===== src/rtl/ets_sweep_sequencer.sv =====
// ets_sweep_sequencer: steps a phase-delay code across [first, last], waiting for lock and settle before each capture.
// Optional lock timeout: define ETS_LOCK_TIMEOUT_EN to enable it (otherwise lock_error is tied low).
module ets_sweep_sequencer #(
    parameter int unsigned SETTLE_CYCLES = 16,
    parameter int unsigned LOCK_TIMEOUT  = 1024
) (
    input  logic       clk,
    input  logic       reset_n,
    input  logic       start,
    input  logic       abort,
    input  logic [7:0] first_delay,
    input  logic [7:0] last_delay,
    input  logic [7:0] step_size,
    input  logic       lock,
    input  logic       capture_done,
    output logic [7:0] delay,
    output logic       capture_start,
    output logic       busy,
    output logic       sweep_done,
    output logic       lock_error
);

    localparam int unsigned CODE_W       = 8;
    localparam int unsigned SETTLE_W     = 8;
    localparam int unsigned GUARD_CYCLES = 2;

    // Elaboration-time parameter sanity checks
    if (SETTLE_CYCLES < 1 || SETTLE_CYCLES > 255) begin : g_bad_settle
        $error("SETTLE_CYCLES must be within 1..255");
    end
    if (LOCK_TIMEOUT <= GUARD_CYCLES) begin : g_bad_timeout
        $error("LOCK_TIMEOUT must exceed the lock blanking window");
    end

    typedef enum logic [2:0] {
        IDLE,
        SET,
        WAIT_LOCK,
        SETTLE,
        CAPTURE,
        WAIT_CAP,
        ADVANCE,
        DONE
    } state_t;

    state_t              state;
    logic [CODE_W-1:0]   code;
    logic [CODE_W-1:0]   last_q;
    logic [CODE_W-1:0]   step_q;
    logic [1:0]          guard_cnt;
    logic [SETTLE_W-1:0] settle_cnt;
    logic [CODE_W:0]     next_code;

`ifdef ETS_LOCK_TIMEOUT_EN
    localparam int unsigned TMO_W = $clog2(LOCK_TIMEOUT + 1);
    logic [TMO_W-1:0] tmo_cnt;
`else
    assign lock_error = 1'b0;
`endif

    // Ninth bit keeps codes past 255 from wrapping back into range
    assign next_code = {1'b0, code} + {1'b0, (step_q == '0) ? CODE_W'(1) : step_q};

    // Sweep FSM with registered outputs
    always_ff @(posedge clk or negedge reset_n) begin
        if (!reset_n) begin
            state         <= IDLE;
            code          <= '0;
            last_q        <= '0;
            step_q        <= '0;
            guard_cnt     <= '0;
            settle_cnt    <= '0;
            delay         <= '0;
            capture_start <= 1'b0;
            busy          <= 1'b0;
            sweep_done    <= 1'b0;
`ifdef ETS_LOCK_TIMEOUT_EN
            tmo_cnt       <= '0;
            lock_error    <= 1'b0;
`endif
        end else begin
            capture_start <= 1'b0;
            sweep_done    <= 1'b0;
            if (abort) begin
                state <= IDLE;
                busy  <= 1'b0;
            end else begin
                case (state)
                    IDLE: begin
                        if (start) begin
                            code   <= first_delay;
                            last_q <= last_delay;
                            step_q <= step_size;
                            delay  <= first_delay;
                            busy   <= 1'b1;
                            state  <= SET;
`ifdef ETS_LOCK_TIMEOUT_EN
                            lock_error <= 1'b0;
`endif
                        end
                    end
                    SET: begin
                        guard_cnt <= '0;
                        state     <= WAIT_LOCK;
`ifdef ETS_LOCK_TIMEOUT_EN
                        tmo_cnt   <= '0;
`endif
                    end
                    // Lock is blanked for the first cycles so a stale lock is not trusted
                    WAIT_LOCK: begin
                        if (guard_cnt != 2'(GUARD_CYCLES)) begin
                            guard_cnt <= guard_cnt + 2'd1;
                        end
                        if (guard_cnt == 2'(GUARD_CYCLES) && lock) begin
                            settle_cnt <= '0;
                            state      <= SETTLE;
                        end
`ifdef ETS_LOCK_TIMEOUT_EN
                        else if (tmo_cnt == TMO_W'(LOCK_TIMEOUT - 1)) begin
                            lock_error <= 1'b1;
                            busy       <= 1'b0;
                            state      <= IDLE;
                        end else begin
                            tmo_cnt <= tmo_cnt + TMO_W'(1);
                        end
`endif
                    end
                    SETTLE: begin
                        if (!lock) begin
                            settle_cnt <= '0;
                            guard_cnt  <= '0;
                            state      <= WAIT_LOCK;
                        end else if (settle_cnt == SETTLE_W'(SETTLE_CYCLES - 1)) begin
                            capture_start <= 1'b1;
                            state         <= CAPTURE;
                        end else begin
                            settle_cnt <= settle_cnt + SETTLE_W'(1);
                        end
                    end
                    CAPTURE: begin
                        state <= WAIT_CAP;
                    end
                    WAIT_CAP: begin
                        if (capture_done) begin
                            state <= ADVANCE;
                        end
                    end
                    ADVANCE: begin
                        if (next_code > {1'b0, last_q}) begin
                            sweep_done <= 1'b1;
                            state      <= DONE;
                        end else begin
                            code  <= next_code[CODE_W-1:0];
                            delay <= next_code[CODE_W-1:0];
                            state <= SET;
                        end
                    end
                    DONE: begin
                        busy  <= 1'b0;
                        state <= IDLE;
                    end
                    default: begin
                        busy  <= 1'b0;
                        state <= IDLE;
                    end
                endcase
            end
        end
    end

endmodule


===== config.mk =====
export PLATFORM = sky130hd
export DESIGN_NAME = ets_sweep_sequencer
export DESIGN_NICKNAME = d
export VERILOG_FILES = /design/src/rtl/ets_sweep_sequencer.sv
export SDC_FILE = /design/constraint.sdc
export NUM_CORES = 1
export LEC_CHECK = 0
export ABC_AREA = 1
export BUFFER_PORTS_ARGS = -buffer_cell sky130_fd_sc_hd__buf_4
export CAP_MARGIN = 20
export CORE_AREA = 2 2 125 66
export CTS_CLUSTER_SIZE = 40
export DETAILED_ROUTE_END_ITERATION = 6
export DIE_AREA = 0 0 127 68
export PLACE_DENSITY_LB_ADDON = 0.2
export SETUP_SLACK_MARGIN = 0.1
export SLEW_MARGIN = 10
export SYNTH_ARGS = -nofsm -noshare
export SYNTH_HDL_FRONTEND = slang
export SYNTH_SLANG_ARGS = --single-unit

===== constraint.sdc =====
create_clock -name clk -period 9.1 [get_ports clk]
set_input_delay 0.91 -clock clk [delete_from_list [all_inputs] [get_ports clk]]
set_output_delay 0.91 -clock clk [all_outputs]
set_load 0.02 [all_outputs]

==> After elaboration in Yosys (flattened, before gate mapping) <==
Index checks and enable logic that the tools add are counted.
{ "classes": {"n_addsub": 3, "n_lt_le_gt_ge": 1, "n_eq_ne": 20, "mux": 29, "bitwise_logic": 1, "n_reduce_logical": 13} }
{ "op_table": {"columns": ["op", "count"], "rows": [
  ["8-bit two-way mux", 6],
  ["8-bit one-hot mux with 2 select lines", 2],
  ["3-bit one-hot mux with 8 select lines", 1],
  ["3-bit two-way mux", 7],
  ["4-bit AND reduction", 4],
  ["3-bit equality test (second input constant)", 4],
  ["2-bit != test (second input constant)", 6],
  ["3-bit != test (second input constant)", 4],
  ["8-bit by 8-bit adder with 9-bit output", 1],
  ["9-bit by 8-bit > comparator with 1-bit output", 1],
  ["1-bit two-way mux", 9],
  ["8-bit by 1-bit adder with 8-bit output (second input constant)", 1],
  ["8-bit by 4-bit equality test with 1-bit output (second input constant)", 1],
  ["8-bit logical NOT", 1],
  ["3-bit by 2-bit equality test with 1-bit output (second input constant)", 2],
  ["2-bit one-hot mux with 3 select lines", 1],
  ["3-bit nonzero test", 2],
  ["2-bit two-way mux", 2],
  ["4-bit != test (second input constant)", 1],
  ["2-bit nonzero test", 2],
  ["3-bit by 1-bit equality test with 1-bit output (second input constant)", 1],
  ["3-bit logical NOT", 1],
  ["3-bit AND reduction", 1],
  ["2-bit by 1-bit adder with 2-bit output (second input constant)", 1],
  ["other kinds (5)", 5]
]} }
{ "word_totals": {"reg_bits": 40, "inputBits": 30, "output_inout_bits": 12, "word_cells": 76} }

==> Logic depth before layout (Yosys ltp) <==
Gate-level depths: netlist of run 1.
{ "logic_depth": {"depth_word": 7, "depth_mapped": 24, "ltp_nobuf": 23} }

==> Worst setup path after synthesis of run 1 <==
OpenSTA, ideal clock, no wires.
{ "synth_path": {"path_type": "reg-to-reg", "from": "reg step_q[7]", "to": "reg state[2]", "setup_ns": 0.116, "arrival_time_ns": 2.780, "t_required_ns": 8.984, "setup_slack_ns": 6.204, "stages_incl_launch_ff": 23, "n_path_buf": 1, "synth_period_minus_slack_ns": 2.896, "cell_sequence": "dfrtp_1 > nor3_1 > a21o_1 > ha_1 > fa_1 > nand3_1 > nand2_1 > a21oi_1 > xor2_1 > ha_1 > nand2_1 > inv_1 > nand2_1 > nand2_1 > nand2_1 > nand2_1 > nand2_1 > nand2_1 > nand2_1 > clkbuf_1 > nand2_1 > nand2_1 > nand2_1"} }
{ "synth_between": {"elab_chain_cells": 7} }
{ "synth_rtl": {"columns": ["element", "line_no", "source"], "rows": [
  ["start, declared", "49", "logic [CODE_W-1:0] step_q;"],
  ["start signal, assigned", "93", "step_q <= step_size;"],
  ["8-bit logical NOT", "62", "assign next_code = {1'b0, code} + {1'b0, (step_q == '0) ? CODE_W'(1) : step_q};"],
  ["8-bit two-way mux *", "62", null],
  ["8-bit by 8-bit adder with 9-bit output *", "62", null],
  ["9-bit by 8-bit > comparator with 1-bit output *", "149", "if (next_code > {1'b0, last_q}) begin"],
  ["3-bit two-way mux *", "149", null],
  ["3-bit one-hot mux with 8 select lines *", "88", "case (state)"],
  ["3-bit two-way mux *", "84", "if (abort) begin"],
  ["end signal, assigned", "85", "state <= IDLE;"],
  ["end signal, assigned", "151", "state <= DONE;"],
  ["end signal, assigned", "155", "state <= SET;"],
  ["end, declared", "46", "state_t state;"]
]} }
Every way passes the cells marked *; elsewhere a longest branch is shown, timed or not.
A chain may end at the register's enable or synchronous reset.

==> Final worst setup path of run 1 <==
{ "layout_path": {"from": "reg step_q[1]", "to": "reg code[4]"} }
{ "layout_between": {"elab_chain_cells": 6, "elab_cells_between_ends": 8, "classes_between": "1 x add/sub; 1 x order compare; 1 x eq/ne; 3 x mux; 2 x reduce/logical"} }
{ "layout_rtl": {"columns": ["element", "line_no", "source"], "rows": [
  ["8-bit logical NOT", "62", null],
  ["8-bit two-way mux *", "62", null],
  ["8-bit by 8-bit adder with 9-bit output *", "62", null],
  ["9-bit by 8-bit > comparator with 1-bit output", "149", null],
  ["2-bit != test (no source line)", null, null],
  ["4-bit AND reduction (no source line)", null, null],
  ["end signal, assigned", "91", "code <= first_delay;"],
  ["end signal, assigned", "153", "code <= next_code[CODE_W-1:0];"],
  ["end, declared", "47", "logic [CODE_W-1:0] code;"]
]} }
Every way passes the cells marked *; elsewhere a longest branch is shown, timed or not. The select of a mux whose other input is x is not followed.

==> flow_metrics.env, run 1 <==
export IMPL_status="finished clean"
export IMPL_max_freq_ghz=0.280
export IMPL_cp_data_arrival_time_ps=3740
export IMPL_post_drt_wl_per_cell_um=14.5
export IMPL_power_density_mw_per_mm2=368
export IMPL_hold_viol_final=0
export IMPL_grt_start_max_net_pins=41
export IMPL_clk_latency_ps=280
export IMPL_dieArea_mm2=0.00864
export IMPL_cts_hold_buffers_added=0
export IMPL_rsz0062_at_grt="no"
export IMPL_place_congestion=0.935
export IMPL_drc_errors=0
export IMPL_cts_buffer_depth=2
export IMPL_grt_overflow_total=0
export IMPL_finish_utilization_pct=40.2
export IMPL_worst_path_largest_cell_delay_ps=420
export IMPL_crit_family="simple AND/OR/NAND/NOR gates"
export IMPL_ys_types=37
export IMPL_yosys_area_top_type_share_pct=38.8
export IMPL_cts_tree="yes"
export IMPL_syn_inst=330
export IMPL_crit_path_end_kind="flop"
export IMPL_final_setup_tns_ps=0
export IMPL_cap_violations=0
export IMPL_max_vdd_ir_drop_mv=0.126
export IMPL_finalNonFillerCells=464
export IMPL_synth_commonest_cells="nand2_1, inv_1, dfrtp_1, nor2_1, nand3_1"
export IMPL_top_level_ports=42
export IMPL_path_cells="nor3_1 > a21o_1 > ha_1 > fa_1 > nand3_1 > nand2_1 > a21oi_1 > xor2_1 > ha_1 > a21oi_1 > nand2_1 > nand2_1 > nand2_1 > nand2_1 > nand2_1 > nand2_1 > nand2_1 > nand2_1 > nand2_1"
export IMPL_crit_fanout=12
export IMPL_crit_top_cell="nand2_1"
export IMPL_ys_flop_type="dfrtp_1"
export IMPL_core_rowCount=23
export IMPL_hpwl_um=5400
export IMPL_diodes=0
export IMPL_synth_area_top_cells="dfrtp_1, nand2_1, ha_1, inv_1, nand3_1"
export IMPL_grt_use_total_pct=17.1
export IMPL_synth_area_mm2=0.00258
export IMPL_hold_class="flop to flop"
export IMPL_ant_nets=0
export IMPL_synth_warnings=0
export IMPL_num_fill_cells=778
export IMPL_slew_viol_final=0
export IMPL_path_buf_inv=0
export IMPL_cts_buffers=5
export IMPL_critPathLaunchType="flop"
export IMPL_slew_headroom_pct=64.2
export IMPL_min_period_ps=3580
export IMPL_fin_crit_sh_pct=39.3
export IMPL_worst_path_max_delay_cell="dfrtp_1"
export IMPL_initial_utilization_pct=33.7
export IMPL_placeableCoreArea_mm2=0.00765
export IMPL_fp_dieW_um=127
export IMPL_htree_levels=2
export IMPL_synth_edf_count=0
export IMPL_dr_pass1_iters=5
export IMPL_dp_cells=459
export IMPL_grt_pass1_wl_um=11100
export IMPL_root_buffer="clkbuf_16"
export IMPL_drt_iter0_drc=183
export IMPL_cts_resized=0
export IMPL_syn2layout_area_growth_pct=19.5
export IMPL_fp_dieH_um=68
export IMPL_clkSlewWorstSetupHoldPaths_ps=50
export IMPL_total_power_mw=1.13
export IMPL_drive_above_1_share_pct=19.0
export IMPL_layout_nets=415
export IMPL_wl_um=6710
export IMPL_yosysMostFrequentCell="nand2_1"
export IMPL_clock_sinks=40
export IMPL_post_cts_setup_buffer_count=0
export IMPL_synth_async_sr_flop_share_pct=100
export IMPL_antenna_found_initial=0
export IMPL_skew_ps=2.87
export IMPL_setup_viol=0
export IMPL_required_ps=9270
export IMPL_leakage_nw=1.63
export IMPL_port_buffers=40
export IMPL_crit_type="flop to flop"
export IMPL_via_per_inst=4.70
export IMPL_vias=2182
export IMPL_grt_pass1_vias=2128
export IMPL_yosysSeqAreaShare_pct=38.8
export IMPL_synth_net_count=379
export IMPL_ys_ff_latch=40
export IMPL_worstMarginPinSlew_ps=536
export IMPL_synth_area_per_cell_um2=7.81
export IMPL_yosys_area_top_type="dfrtp_1"
stage by stage:
| step | instance area, um^2 | setup slack, ps | hold slack (ps) |
|---|---|---|---|
| 2_1_floorplan | 2580 | 6200 | 481 |
| 3_3_place_gp | 2950 | 5620 | 504 |
| 3_5_place_dp | 2950 | 5580 | 509 |
| 4_1_cts | 3080 | 5550 | 520 |
| 5_1_grt | 3080 | 5220 | 535 |
| 6_report | 3080 | 5520 | 512 |
tightest hold or removal path, stage by stage (launching register included):
cell and delay (ps):
dfrtp_1 320, inv_1 50, a21oi_1 110
layout make-up:
cell class | count | area [um^2] | area share, %
multi-input combinational | 233 | 1360 | 44.0
sequential | 40 | 1000 | 32.5
timing repair buffer | 40 | 300 | 9.75
inverter | 46 | 173 | 5.61
clock buffer | 5 | 125 | 4.06
tap | 100 | 125 | 4.06
registers in the layout (all words and copies together), names as in the netlist:
| name | cells |
|---|---|
| last_q | 8 |
| guard_cnt | 2 |
| state | 3 |
| settle_cnt | 8 |
| busy | 1 |
| sweep_done | 1 |
| capture_start | 1 |
| step_q | 8 |
| code | 8 |
metal layers:
metal	track usage, %	share of wire (%)
met2	21.0	34
met5	0	0
met4	3.57	0.45
met3	5.86	10
met1	27.4	56
power breakdown:
group | total, mW | internal, mW | switching [mW]
Clock | 0.161 | 0.0968 | 0.0638
Sequential | 0.331 | 0.253 | 0.0779
Combinational | 0.641 | 0.250 | 0.391
Total | 1.13 | 0.599 | 0.533
cells in the final DEF, fill, tap and decap left out, drive strengths merged, types with 4 or more instances in the layout:
cell type,count
mux2,9
inv,46
a21oi,18
nor3,6
buf,40
nand2,89
nand3,21
nor2,27
o22ai,4
ha,18
clkbuf,5
dfrtp,40
nand4,7
xor2,6
o21ai,14
path summary, 6_finish.rpt:
path / startpoint / cells past startpoint / slack (ps) / end
max: step_q[1] / 19 / 5520 / code[4]
min: last_q[6] / 2 / 510 / last_q[6]
max reg2reg: step_q[1] / 19 / 5520 / code[4]
min reg2reg: last_q[6] / 2 / 510 / last_q[6]
max in group asynchronous: reset_n / 1 / 8120 / guard_cnt[0]
min in group asynchronous: reset_n / 1 / 610 / last_q[1]
kinds of logic (layout without fill, tap and decap cells):
group	count (synthesis)	in the layout	share of synthesized area, %
buf+inv	57	91	8.59
flops	40	40	38.8
simple gates	156	156	27.3
compound gates	41	41	9.27
xor+xnor	7	7	2.38
other cells	1	1	0.145
mux	9	9	3.93
fa+ha+maj	19	19	9.51
No activity file was read; power rests on OpenSTA's default activity.
==> run 2, diff against run 1 <==
- clock period: 9.1 -> 2.98 ns (I/O delays scaled with it)
==> run 2 against run 1 <==
  * The flow now finishes with violations (hold timing, setup timing)
  * Register-to-register slack got worse by 5600 ps
  * Sequential cell count did not move
  * Setup slack got worse by 5600 ps
  * Critical path type unchanged
  * Largest power group unchanged
  * Highest routed layer unchanged
==> flow_metrics.env, run 2 (synthesis results as in run 1) <==
export IMPL_drt_iter0_drc=120
export IMPL_ant_nets=0
export IMPL_drc_errors=0
export IMPL_worst_slack_ps=-42.3
export IMPL_place_congestion=0.864
export IMPL_slew_headroom_pct=63.7
export IMPL_leakage_nw=1.80
export IMPL_crit_type="flop to flop"
export IMPL_syn2layout_area_growth_pct=34.6
export IMPL_critPathLaunchType="flop"
export IMPL_hpwl_um=5470
export IMPL_drive_above_1_share_pct=32.2
export IMPL_dieArea_mm2=0.00864
export IMPL_required_ps=3160
export IMPL_placeableCoreArea_mm2=0.00765
export IMPL_cts_buffers=5
export IMPL_r2r_end="code[3]"
export IMPL_rsz0062_at_grt="yes"
export IMPL_worstMarginPinSlew_ps=542
export IMPL_diodes=0
export IMPL_startpoint="step_q[6]"
export IMPL_crit_top_cell="nand2_1"
export IMPL_layout_common_cells="nand2_1, buf_4, inv_1"
export IMPL_htree_levels=2
export IMPL_wl_um=7040
export IMPL_finalNonFillerCells=495
export IMPL_status="complete, but fails checks"
export IMPL_skew_ps=2.71
export IMPL_crit_end="code[3]"
export IMPL_initial_utilization_pct=33.7
export IMPL_grt_start_max_net_pins=41
export IMPL_grt_use_total_pct=18.0
export IMPL_r2r_cells=22
export IMPL_min_period_ps=3020
export IMPL_root_buffer="clkbuf_16"
export IMPL_worstReg2RegStart="step_q[6]"
export IMPL_failed_checks="hold timing, setup timing"
export IMPL_layout_nets=444
export IMPL_slew_viol_final=0
export IMPL_fp_dieW_um=127
export IMPL_cap_violations=0
export IMPL_dp_cells=481
export IMPL_via_per_inst=4.64
export IMPL_cp_data_arrival_time_ps=3200
export IMPL_power_density_mw_per_mm2=1260
export IMPL_max_freq_ghz=0.331
export IMPL_post_drt_wl_per_cell_um=14.2
export IMPL_worst_path_max_delay_cell="dfrtp_1"
export IMPL_cts_tree="yes"
export IMPL_clk_latency_ps=280
export IMPL_crit_path_end_kind="flop"
export IMPL_dr_pass1_iters=4
export IMPL_cts_hold_buffers_added=0
export IMPL_vias=2295
export IMPL_hold_viol_final=11
export IMPL_cts_buffer_depth=2
export IMPL_clkSlewWorstSetupHoldPaths_ps=60
export IMPL_grt_pass1_vias=2224
export IMPL_top_level_ports=42
export IMPL_grt_overflow_total=0
export IMPL_rrSetupSlack_ps=-40
export IMPL_final_common_cell="nand2_1"
export IMPL_port_buffers=40
export IMPL_setup_viol=10
export IMPL_crit_fanout=8
export IMPL_hold_class="primary input to async pin"
export IMPL_fin_crit_sh_pct=101
export IMPL_grt_pass1_wl_um=11700
export IMPL_antenna_found_initial=0
export IMPL_path_cells="nor3_1 > a21o_1 > ha_2 > fa_2 > nand3_2 > nand2_4 > buf_6 > a21oi_4 > xor2_2 > ha_1 > nand2_1 > inv_2 > nand2_2 > nand2_1 > nand2_1 > nand2_1 > nand2_1 > nand2_1 > nand2_2 > nand2_2 > nand2_1 > nand2_2"
export IMPL_num_fill_cells=767
export IMPL_fp_dieH_um=68
export IMPL_max_vdd_ir_drop_mv=0.387
export IMPL_holdWs_ps=-9.58
export IMPL_clock_sinks=40
export IMPL_worst_path_largest_cell_delay_ps=350
export IMPL_core_rowCount=23
## run 2: cell count changes in the layout (fill, tap and decap cells not counted), moves of 2 or more
cell	previous run	this run
buf_4	40	66
nand2_1	87	77
nand2_2	2	11
nand3_1	19	11
nand3_2	2	9
buf_6	0	3
a21oi_1	17	15
clkbuf_8	0	2
xor2_1	6	4
## run 2: worst max-delay path: cells and delay by family (launching register included)
family	cells	cell delay [ps]
compound gates	2	320
simple gates	14	1020
buf+inv	2	190
fa+ha+maj	3	820
flops	1	350
xor+xnor	1	210
## run 2: area by class of cell
| type | instances | area [um^2] | share of cell area, % |
|---|---|---|---|
| multi-input cells | 233 | 1490 | 42.9 |
| flip-flops and latches | 40 | 1000 | 28.9 |
| repair buffers | 69 | 529 | 15.3 |
| inverters | 46 | 173 | 4.98 |
| clock buffers | 7 | 153 | 4.40 |
| well taps | 100 | 125 | 3.61 |
## run 2: stage by stage
stage	TNS [ps]	setup WS [ps]	total power, mW	area (um^2)	utilization [%]
2_1_floorplan	0	184	2.38	2580	-
3_3_place_gp	-2190	-224	3.23	3120	40.7
3_5_place_dp	-2330	-242	3.28	3120	40.7
4_1_cts	-106	-20.6	4.23	3430	44.8
5_1_grt	-2970	-298	4.76	3470	45.3
6_report	-168	-42.3	4.36	3470	45.3
## run 2: how the worst min path moves through the flow
stage	start	to	slack (ps)	depth (start not counted)
floorplan	reset_n	busy	2	0
global route	reset_n	last_q[1]	50	1
detailed placement	reset_n	last_q[1]	320	1
CTS	reset_n	step_q[5]	20	1
finish	reset_n	last_q[1]	-10	1
global placement	reset_n	step_q[5]	320	1
## run 2: where the power goes
| group | internal [mW] | switching [mW] | leakage (nW) | total (mW) |
|---|---|---|---|---|
| registers | 0.772 | 0.196 | 0.493 | 0.968 |
| logic | 1.31 | 1.52 | 1.23 | 2.83 |
| clock network | 0.352 | 0.214 | 0.0760 | 0.565 |
| total | 2.43 | 1.93 | 1.80 | 4.36 |
## run 2: repair_timing
item / CTS / global route
buffers inserted: 7 / 0
resized for setup: 24 / 10
endpoints found under the setup margin: 11 / 11
pin swaps: 9 / 11
## run 2: per-layer routing
layer  global-route usage [%]  routed length (um)  part of all wire [%]  up-vias
met2                     23.5                2480                    35       49
li1                         -                   -                     -     1191
met4                     3.16                  21                  0.30        0
met3                     5.08                 468                   6.6        2
met5                        0                   0                     0        -
met1                     28.7                4070                    58     1053
==> run 3, diff against run 2 <==
- PLACE_DENSITY_LB_ADDON: 0.2 -> 0.3
==> run 3 against run 2 <==
  * The run still ends with hold timing, setup timing left
  * Combinational power shrank 11%
  * Setup slack gained 22 ps
  * First-iteration DRC count grew 26%
  * Core utilization shrank 0.95 points
  * Sequential power is essentially flat
  * Die area is the same
  * Design area shrank 2.1%
  * Largest cell class unchanged
==> flow_metrics.env, run 3 (synthesis results as in run 1) <==
export IMPL_grt_pass1_wl_um=11100
export IMPL_cap_violations=0
export IMPL_finish_utilization_pct=44.4
export IMPL_crit_path_end_kind="flop"
export IMPL_drt_iter0_drc=151
export IMPL_cts_buffers=5
export IMPL_top_level_ports=42
export IMPL_power_switching_mw=1.83
export IMPL_htree_levels=2
export IMPL_fp_dieH_um=68
export IMPL_num_fill_cells=745
export IMPL_placeableCoreArea_mm2=0.00765
export IMPL_final_common_cell="nand2_1"
export IMPL_grt_use_total_pct=16.7
export IMPL_failed_checks="hold timing, setup timing"
export IMPL_worst_slack_ps=-20.2
export IMPL_ant_nets=0
export IMPL_final_area_mm2=0.00340
export IMPL_cp_data_arrival_time_ps=3180
export IMPL_slew_viol_final=0
export IMPL_final_setup_tns_ps=-51.6
export IMPL_skew_ps=5.25
export IMPL_drive_above_1_share_pct=30.5
export IMPL_min_period_ps=3000
export IMPL_max_freq_ghz=0.333
export IMPL_setup_viol=4
export IMPL_dieArea_mm2=0.00864
export IMPL_grt_start_max_net_pins=41
export IMPL_p_sw_share_pct=45.2
export IMPL_fp_dieW_um=127
export IMPL_cts_buffer_depth=2
export IMPL_max_vdd_ir_drop_mv=0.430
export IMPL_core_rowCount=23
export IMPL_clk_latency_ps=290
export IMPL_clkSlewWorstSetupHoldPaths_ps=60
export IMPL_placed_area_mm2=0.00309
export IMPL_worstMarginPinSlew_ps=916
export IMPL_layout_nets=435
export IMPL_port_buffers=40
export IMPL_cts_tree="yes"
export IMPL_vias=2277
export IMPL_critPathLaunchType="flop"
export IMPL_seq_power_share_pct=24.0
export IMPL_power_density_mw_per_mm2=1190
export IMPL_root_buffer="clkbuf_16"
export IMPL_clock_sinks=40
export IMPL_status="complete, but fails checks"
export IMPL_rsz0062_at_grt="yes"
export IMPL_dr_pass1_iters=4
export IMPL_power_frac_comb_pct=62.2
export IMPL_hpwl_um=5170
export IMPL_fin_crit_sh_pct=101
export IMPL_antenna_found_initial=0
export IMPL_wl_um=6730
export IMPL_diodes=0
export IMPL_hold_class="primary input to async pin"
export IMPL_hold_viol_final=6
export IMPL_post_drt_wl_per_cell_um=13.8
export IMPL_crit_fanout=7
export IMPL_grt_pass1_vias=2176
export IMPL_seqCellArea_mm2=0.00100
export IMPL_leakage_nw=1.75
export IMPL_internal_power_mw=2.21
export IMPL_drc_errors=0
export IMPL_crit_type="flop to flop"
export IMPL_initial_utilization_pct=33.7
export IMPL_place_congestion=0.893
export IMPL_required_ps=3160
export IMPL_layout_common_cells="nand2_1, buf_4, inv_1"
export IMPL_syn2layout_area_growth_pct=31.7
export IMPL_holdWs_ps=-13.8
export IMPL_pwr_share_clk_pct=13.8
export IMPL_via_per_inst=4.68
export IMPL_cts_hold_buffers_added=0
export IMPL_multi_input_area_mm2=0.00149
export IMPL_slew_headroom_pct=38.6
export IMPL_grt_overflow_total=0
-- run 3: cell count changes in the layout (fill, tap and decap cells not counted), moves of 2 or more --
cell	delta
buf_4	-9
clkbuf_1	+2
ha_1	-2
ha_4	+2
nand2_1	-2
-- run 3: worst max-delay path, cell delays in order, from the launching register on --
cell and delay (ps):
dfrtp_1 390, nor4_2 260, a21o_1 200, ha_4 150, fa_2 200, nand3_2 80, nand2_4 90, buf_6 110
a21oi_4 50, xor2_1 150, buf_4 150, ha_4 270, nand2_2 40, inv_2 50, nand2_1 40, nand2_1 50
nand2_1 50, nand2_1 50, nand2_1 50, nand2_1 60, nand2_2 90, buf_6 190, nand3_1 60, nand2_1 50
-- run 3: layout make-up --
cell class / count / share of cell area, %
Multi-Input combinational cell: 233 / 43.8
Sequential cell: 40 / 29.5
Timing Repair Buffer: 60 / 13.6
Inverter: 46 / 5.08
Clock buffer: 8 / 4.31
Tap cell: 100 / 3.68
-- run 3: metrics by stage --
| stage | instances | setup slack (ps) | power (mW) |
|---|---|---|---|
| after global routing | 487 | -227 | 4.42 |
| after detailed placement | 477 | -315 | 3.15 |
| after floorplan | 330 | 184 | 2.38 |
| after CTS | 486 | -18.1 | 3.93 |
| after global placement | 477 | -258 | 3.13 |
| final | 487 | -20.2 | 4.03 |
-- run 3: power by group through the flow --
stage                     registers (mW)  logic, mW  clock network, mW
after floorplan                    0.972       1.41                  0
after CTS                          0.961       2.40              0.570
final                              0.968       2.51              0.557
after detailed placement           0.961       2.19                  0
after global placement             0.961       2.17                  0
after global routing               0.991       2.84              0.594
-- run 3: what timing repair did --
item,CTS,global route
setup buffers,1,1
setup endpoints to repair,11,11
resized for setup,21,15
pin swaps,13,11
-- run 3: metal layers --
layer | routed length, um | global-route usage [%]
met1 | 3810 | 26.6
met2 | 2360 | 21.6
met3 | 509 | 4.38
met4 | 52 | 3.71
met5 | 0 | 0
-- run 3: worst paths after layout --
| path | start | end | slack, ps | depth (start not counted) |
|---|---|---|---|---|
| max in group asynchronous | reset_n | capture_start | 2610 | 1 |
| worst min-delay path | reset_n | last_q[1] | -10 | 1 |
| min in group clk | abort | sweep_done | 230 | 2 |
| worst min register to register | last_q[5] | last_q[5] | 520 | 2 |
| worst max register to register | step_q[2] | code[6] | -20 | 23 |
| worst max-delay path | step_q[2] | code[6] | -20 | 23 |
